### config.mk
export PLATFORM = sky130hd
export DESIGN_NAME = block_pe_param
export DESIGN_NICKNAME = d
export VERILOG_FILES = /design/src/rtl/block_pe_param.sv
export SDC_FILE = /design/constraint.sdc
export NUM_CORES = 1
export LEC_CHECK = 0
export ABC_AREA = 1
export CORE_AREA = 5 5 286 288
export CTS_BUF_LIST = sky130_fd_sc_hd__clkbuf_8 sky130_fd_sc_hd__clkbuf_16
export DETAILED_ROUTE_END_ITERATION = 10
export DIE_AREA = 0 0 291 293
export GPL_TIMING_DRIVEN = 0
export HOLD_SLACK_MARGIN = 0.1
export SYNTH_ARGS = -nofsm -noshare
export SYNTH_HDL_FRONTEND = slang
export SYNTH_SLANG_ARGS = --single-unit
### constraint.sdc
create_clock -name clk -period 5.77 [get_ports clk]
set_clock_uncertainty 0.2 [all_clocks]
set_input_delay 0.8655 -clock clk [delete_from_list [all_inputs] [get_ports clk]]
set_output_delay 0.8655 -clock clk [all_outputs]
set_load 0.01 [all_outputs]
### src/rtl/block_pe_param.sv
// Parametrised CGRA processing element: registered ALU with accumulate, scratchpad, double-buffered serial config chain.
// Optional feature macro: PE_MUL_EN enables the single-cycle multiplier for opcode 5 (otherwise opcode 5 yields 0).
module block_pe_param #(
    parameter int WIDTH     = 32,
    parameter int NUM_IN    = 2,
    parameter int MEM_DEPTH = 16
) (
    input  logic                    clk,
    input  logic                    reset,
    input  logic                    config_en,
    input  logic                    config_in,
    output logic                    config_out,
    input  logic                    config_load,
    input  logic                    in_valid,
    input  logic [NUM_IN*WIDTH-1:0] in_data,
    output logic                    out_valid,
    output logic [WIDTH-1:0]        out0
);

    localparam int AW    = $clog2(MEM_DEPTH);
    localparam int SEL_W = $clog2(NUM_IN + 2);
    localparam int CFG_W = 4 * SEL_W + 5;

    localparam logic [2:0] OP_ADD  = 3'd0;
    localparam logic [2:0] OP_SUB  = 3'd1;
    localparam logic [2:0] OP_AND  = 3'd2;
    localparam logic [2:0] OP_OR   = 3'd3;
    localparam logic [2:0] OP_XOR  = 3'd4;
    localparam logic [2:0] OP_MUL  = 3'd5;
    localparam logic [2:0] OP_ACC  = 3'd6;
    localparam logic [2:0] OP_PASS = 3'd7;

    logic [CFG_W-1:0] shadow_q, shadow_d;
    logic [CFG_W-1:0] active_q, active_d;
    logic [WIDTH-1:0] acc_q, acc_d;
    logic [WIDTH-1:0] alu_q, alu_d;
    logic [WIDTH-1:0] mem_q, mem_d;
    logic             out_valid_q, out_valid_d;

    logic [WIDTH-1:0] scratch [MEM_DEPTH];

    logic [SEL_W-1:0] alu_sel0, alu_sel1, mem_sel0, mem_sel1;
    logic [2:0]       alu_op;
    logic             mem_wr, out_sel;
    logic [WIDTH-1:0] op0, op1, m0, m1, alu_res;
    logic [AW-1:0]    mem_addr;

    // Operand source: input ports, then the two registered feedback paths, anything else reads as zero.
    function automatic logic [WIDTH-1:0] pick(input logic [SEL_W-1:0] sel,
                                              input logic [NUM_IN*WIDTH-1:0] ins,
                                              input logic [WIDTH-1:0] fb_alu,
                                              input logic [WIDTH-1:0] fb_mem);
        logic [WIDTH-1:0] r;
        r = '0;
        for (int k = 0; k < NUM_IN; k++) begin
            if (sel == SEL_W'(k)) r = ins[k*WIDTH +: WIDTH];
        end
        if (sel == SEL_W'(NUM_IN))     r = fb_alu;
        if (sel == SEL_W'(NUM_IN + 1)) r = fb_mem;
        return r;
    endfunction

    function automatic logic [AW-1:0] addr_of(input logic [WIDTH-1:0] w);
        return w[AW-1:0];
    endfunction

    assign alu_sel0 = active_q[CFG_W-1           -: SEL_W];
    assign alu_sel1 = active_q[CFG_W-1-SEL_W     -: SEL_W];
    assign mem_sel0 = active_q[CFG_W-1-2*SEL_W   -: SEL_W];
    assign mem_sel1 = active_q[CFG_W-1-3*SEL_W   -: SEL_W];
    assign alu_op   = active_q[4:2];
    assign mem_wr   = active_q[1];
    assign out_sel  = active_q[0];

    always_comb begin
        op0      = pick(alu_sel0, in_data, alu_q, mem_q);
        op1      = pick(alu_sel1, in_data, alu_q, mem_q);
        m0       = pick(mem_sel0, in_data, alu_q, mem_q);
        m1       = pick(mem_sel1, in_data, alu_q, mem_q);
        mem_addr = addr_of(m0);
    end

    always_comb begin
        alu_res = '0;
        case (alu_op)
            OP_ADD:  alu_res = op0 + op1;
            OP_SUB:  alu_res = op0 - op1;
            OP_AND:  alu_res = op0 & op1;
            OP_OR:   alu_res = op0 | op1;
            OP_XOR:  alu_res = op0 ^ op1;
`ifdef PE_MUL_EN
            OP_MUL:  alu_res = op0 * op1;
`else
            OP_MUL:  alu_res = '0;
`endif
            OP_ACC:  alu_res = acc_q + op0;
            OP_PASS: alu_res = op0;
            default: alu_res = '0;
        endcase
    end

    // A load clears the accumulator even when a valid operand arrives in the same cycle.
    always_comb begin
        shadow_d    = config_en ? {shadow_q[CFG_W-2:0], config_in} : shadow_q;
        active_d    = config_load ? shadow_q : active_q;
        out_valid_d = in_valid;
        alu_d       = in_valid ? alu_res : alu_q;
        mem_d       = in_valid ? scratch[mem_addr] : mem_q;
        acc_d       = acc_q;
        if (config_load)
            acc_d = '0;
        else if (in_valid && alu_op == OP_ACC)
            acc_d = alu_res;
    end

    always_ff @(posedge clk or posedge reset) begin
        if (reset) begin
            shadow_q    <= '0;
            active_q    <= '0;
            acc_q       <= '0;
            alu_q       <= '0;
            mem_q       <= '0;
            out_valid_q <= 1'b0;
        end else begin
            shadow_q    <= shadow_d;
            active_q    <= active_d;
            acc_q       <= acc_d;
            alu_q       <= alu_d;
            mem_q       <= mem_d;
            out_valid_q <= out_valid_d;
        end
    end

    // Scratchpad contents survive reset.
    always_ff @(posedge clk) begin
        if (in_valid && mem_wr)
            scratch[mem_addr] <= m1;
    end

    assign config_out = shadow_q[CFG_W-1];
    assign out_valid  = out_valid_q;
    assign out0       = out_sel ? mem_q : alu_q;

endmodule

# Yosys cells after proc, flatten, opt, wreduce, memory -nomap -nowiden
# Memory sizes are Yosys's and may differ from the RTL's. A register that Yosys moved wholly into a read port is not among the register bits.
# Index checks and enable logic that the tools add are counted.
[totals]
reg_bits = 91
mem_bits_rw = 512
inputBits = 70
out_inout_bits = 34
wordCells = 61
n_memories = 1
[mem_list]
columns = ["name", "depth", "width", "read_ports", "rd_clocked_by_memory_dff", "write_ports", "line", "source"]
rows = [
  ["scratch", 16, 32, 1, 1, 1, "40", "logic [WIDTH-1:0] scratch [MEM_DEPTH];"],
]
[classes]
n_addsub = 3
n_eq_ne = 19
mux = 22
n_bitwise = 3
n_reduce_logical = 8
[op_table]
columns = ["operator", "count"]
rows = [
  ["2-to-1 mux 32 bit", 15],
  ["one-hot mux 32 bit (8 select lines)", 1],
  ["adder 32 bit", 2],
  ["bitwise AND 32 bit", 1],
  ["OR 32 bit", 1],
  ["subtractor 32 bit", 1],
  ["XOR 32 bit", 1],
  ["== test 2 bit (second input constant)", 8],
  ["2-to-1 mux 4 bit", 4],
  ["== test 3 bit (second input constant)", 4],
  ["== test 2 x 1 -> 1 bit (second input constant)", 4],
  ["zero test 2 bit", 4],
  ["== test 3 x 2 -> 1 bit (second input constant)", 2],
  ["== test 3 x 1 -> 1 bit (second input constant)", 1],
  ["zero test 3 bit", 1],
  ["logical AND 1 bit", 2],
  ["2-to-1 mux 1 bit", 2],
  ["nonzero test 2 bit", 1],
]

# Depth between registers and ports, before layout
[logic_depth]
ltp_word = 9
mapped_depth = 35
mapped_depth_nobuf = 34

# Worst setup path before layout
# Ideal clock, no wire load.
[synth_timing]
kind = "input -> register"
start = "in in_data[33]"
end = "reg alu_q[27]"
setup_ns = 0.133
arrival_ns = 3.876
required_ns = 5.437
slack_ns = 1.561
stages = 26
n_path_buf = 0
cell_sequence = "o21ai_0 -> nand3_1 -> nand2_2 -> ha_1 -> inv_1 -> nor2_2 -> inv_2 -> nor2_4 -> nand2_2 -> nor2_4 -> nand2_4 -> o311ai_0 -> o211ai_1 -> ha_1 -> nand2_1 -> nor4_1 -> nand3_1 -> nand3_1 -> nand2_1 -> nand2_1 -> a21oi_1 -> xnor2_1 -> nand2_1 -> nand3_1 -> nand2_1 -> o21ai_0"
[synth_between]
elab_chain_len = 5
elab_cells_between_ends = 10
classes_between = "3 x add/sub; 7 x mux"
[synth_rtl]
columns = ["item", "line", "source"]
rows = [
  ["start, declared", "15", "input logic [NUM_IN*WIDTH-1:0] in_data,"],
  ["2-to-1 mux 32 bit", "56", "if (sel == SEL_W'(k)) r = ins[k*WIDTH +: WIDTH];"],
  ["2-to-1 mux 32 bit", "58", "if (sel == SEL_W'(NUM_IN)) r = fb_alu;"],
  ["2-to-1 mux 32 bit", "59", "if (sel == SEL_W'(NUM_IN + 1)) r = fb_mem;"],
  ["adder 32 bit, or another cell as far along", "96", "OP_ACC: alu_res = acc_q + op0;"],
  ["one-hot mux 32 bit (8 select lines) *", "85", "case (alu_op)"],
  ["end signal, assigned", "128", "alu_q <= alu_d;"],
  ["end, declared", "36", "logic [WIDTH-1:0] alu_q, alu_d;"],
]
# Mark *: on every way between the ends. The rest lies on a longest branch, timed or not.
# A chain may end at the register's enable or synchronous reset.

# Worst setup path after layout
[layout_timing]
start = "reg active_q[11]"
end = "reg alu_q[28]"
[layout_between]
elab_chain_len = 7
elab_cells_between_ends = 15
classes_between = "3 x add/sub; 3 x eq/ne; 5 x mux; 3 x bitwise; 1 x reduce/logical"
[layout_rtl]
columns = ["item", "line", "source"]
rows = [
  ["start, declared", "34", "logic [CFG_W-1:0] active_q, active_d;"],
  ["start signal, assigned", "126", "active_q <= active_d;"],
  ["zero test 2 bit", "56", ""],
  ["2-to-1 mux 32 bit (2 in series)", "56", ""],
  ["2-to-1 mux 32 bit", "58", ""],
  ["2-to-1 mux 32 bit *", "59", ""],
  ["adder 32 bit, or another cell as far along", "96", ""],
  ["one-hot mux 32 bit (8 select lines) *", "85", ""],
]
# Marks and branches as above.

==> impl_results.md <==
* Hold Crit Class: flop to flop
* Most frequent cell on the critical path: inv_1
* Die area at 0.0853 mm²
* Gr usage total at 27.1%
* CTS clk-pin slew, worst paths at 0.07 ns
* Worst slew pin tran at 1.36 ns
* Root Driver: clkbuf_16
* Most frequent cells in the layout: 512 x edfxtp_1, 489 x nand2_1, 309 x a22oi_1, 238 x inv_1, 233 x a21oi_1
* Area Overhead vs Synth at 17.2%
* Final ANT Viol Nets at 0
* Minimum clock period at 5.53 ns
* IO Pins at 104
* Initial Utilization at 39.6%
* Core area at 0.0786 mm²
* 1st-iter DRT viols at 3329
* Clock Tree Buf Depth at 3
* Max-cap violations at 0
* Leak at 13.8 nW
* Drt wl/cell at 28.1 µm
* Vias in the first global route at 24.5k
* First-pass GRT wire length at 172 mm
* PortBufs at 102
* Number of H-tree levels at 3
* Cells after Synth at 2938
* Post-Syn Area per Cell at 10.6 µm²
* Multi-input gate area at 0.0112 mm²
* Post CTS Setup Buffer Count at 0
* Die H at 293 µm
* Critical path required time at 6.11 ns
* Final hold viol count at 0
* Syn. warnings at 0
* Largest net degree at the start of global routing at 77
* # DRC at 0
* Congestion Overflow GR at 0
* Post-synthesis net count at 3105
* Antenna violations before repair at 1
* Critical setup path kind: flop to flop
* Reg area at 0.0185 mm²
* Post-DP HPWL at 88.3 mm
* Fmax at 0.181 GHz
* Total CTS buffers at 71
* Final instance area at 0.0365 mm²
* Max IR drop VDD at 264 µV
* Crit-path cells: inv_1 > nor2_2 > inv_1 > clkbuf_1 > o211ai_1 > o21ai_0 > inv_1 > ha_1 > inv_1 > fa_1 > inv_1 > nand3_1 > nand2_1 > inv_1 > o21bai_2 > a21oi_1 > o21ai_1 > nand4_1 > nand2_1 > xor2_1 > nand2_1 > nand3_1 > nand2_1 > o21ai_0
* Final period util at 95.9%
* Core Util, Final at 46.5%
* Register bit total from synthesis at 635
* Cell area after placement at 0.0342 mm²
* Crit end category: flop
* Power per standard cell area at 479 mW/mm²
* Slowest cell delay on critical path at 0.52 ns
* RSZ-0062 raised after global routing: true
* Post-Layout Cell Count at 4255
* CP Launch Type: flop
* Slew HR at 9.52%
* Vias at 25.4k
* CTS tree: yes
* # clock sinks at 635
* Most common cell after layout, fill and taps aside: edfxtp_1
* Row Count at 103
* Cts hold-fix bufs at 0
* Sequential fraction of the synthesis area at 59.2%
* Crit path max fanout at 10
* Nets at 3320
* Critical Path AT at 5.87 ns
* Vias per cell at 5.98
* Synth cell types at 54
* Yosys top cell area share at 49.3%
* Gpl congestion at 1.03
* Share of layout cells above drive strength 1 at 8.74%
* Worst hold slack at 0.285 ns
* Post-Route WL at 120 mm
* Drt first pass iters at 6
* Fillers at 7410
* CP max stage cell: dfrtp_1
* Clk_lat worst skew at 0.62 ns
* Outcome: completed
* Max-slew violations at 0
* Die Wd at 291 µm
* Mapped cell area at 0.0312 mm²
* Dpl cells at 4126
* Setup Viol. Count Final at 0
* Main area contributors after synthesis: edfxtp_1 49%, dfrtp_1 9.9%, a22oi_1 7.4%
* Post-synth top area cell: edfxtp_1
==> through the flow <==
stage / setup WS, ns / TNS (ns) / power [W]
5_1_grt: -0.00951 / -0.00951 / 0.0182
3_5_place_dp: -0.189 / -0.837 / 0.0128
3_3_place_gp: -1.99 / -912.04 / 0.0127
4_1_cts: 0.0547 / 0 / 0.0173
6_report: 0.237 / 0 / 0.0175
2_1_floorplan: 1.43 / 0 / 0.00990
==> final timing paths <==
| path | slack (ns) | from | depth (start not counted) | end |
|---|---|---|---|---|
| worst max-delay path | 0.24 | active_q[11] | 24 | alu_q[28] |
| worst min-delay path | 0.28 | acc_q[28] | 2 | acc_q[28] |
| worst max register to register | 0.24 | active_q[11] | 24 | alu_q[28] |
| worst min register to register | 0.28 | acc_q[28] | 2 | acc_q[28] |
| max in group asynchronous | 4.08 | reset | 3 | shadow_q[7] |
| min in group asynchronous | 0.47 | reset | 2 | acc_q[11] |
==> critical path: cells and delay by family (launching register included) <==
kind	cells	cell delay [ns]
buffers and inverters	7	1.10
XOR/XNOR	1	0.17
adder cells (fa/ha/maj)	2	0.64
flip-flops	1	0.52
AND/OR/NAND/NOR	8	1.22
AO/OA/AOI/OAI	6	1.60
==> synth_stat cells, drive strengths merged <==
master   instances
xnor2            6
o21bai           5
o2111ai         15
o221ai          17
nor2           149
o311ai           3
or2              9
nand2          535
fa               1
a32o             1
a2bb2oi          1
nand3          134
buf             39
xor2            11
a21oi          233
o21a             2
edfxtp         512
o22ai           11
nor3            30
a21boi           2
a22o             7
o211ai          23
a21o             5
dfrtp          123
o31ai            3
mux2             3
inv            230
clkinv           3
clkbuf         126
nand4           10
a31oi            2
a211oi          15
ha              96
a22oi          310
o21ai          228
a221oi          33
nor4             5
==> registers in the layout, summed over array words and instances, names as in the netlist <==
signal and cells:
out_valid 1, alu_q 32, shadow_q 13, acc_q 32, mem_q 32, scratch 512
active_q 13
==> report_power, final <==
| group | internal [W] | switching [W] | total, W |
|---|---|---|---|
| sequential | 0.00568 | 0.000384 | 0.00606 |
| clock | 0.00258 | 0.00191 | 0.00448 |
| combinational | 0.00199 | 0.00494 | 0.00693 |
==> routing by layer <==
metal  global-route usage (%)  share of wire (%)
met1                     35.8                 39
met4                     11.9                5.3
met5                        0                  0
met2                     44.4                 46
met3                     4.91                8.8
==> repair_timing <==
item                       4_1_cts  5_1_grt
setup endpoints to repair        2       12
resized for setup                1        5
gates cloned                     0        0
pin swaps                        0        0
==> final cells by class <==
class                   count  area share, %
diodes                      1        0.00685
plain buffers             165           1.99
clock buffers              78           5.13
clock inverters            46           1.12
inverters                 233           2.42
multi-input cells        1905           30.8
flip-flops and latches    635           50.5
well taps                1050           3.60
repair buffers            142           4.44
==> kinds of logic after synthesis <==
kind of cell	Yosys count	share of synthesized area [%]
flops	635	59.2
xor+xnor	17	0.478
buf+inv	398	5.15
fa+ha+maj	97	3.92
simple gates	872	12.5
mux	3	0.108
compound gates	916	18.7
Power figures use the tool's default switching activity.
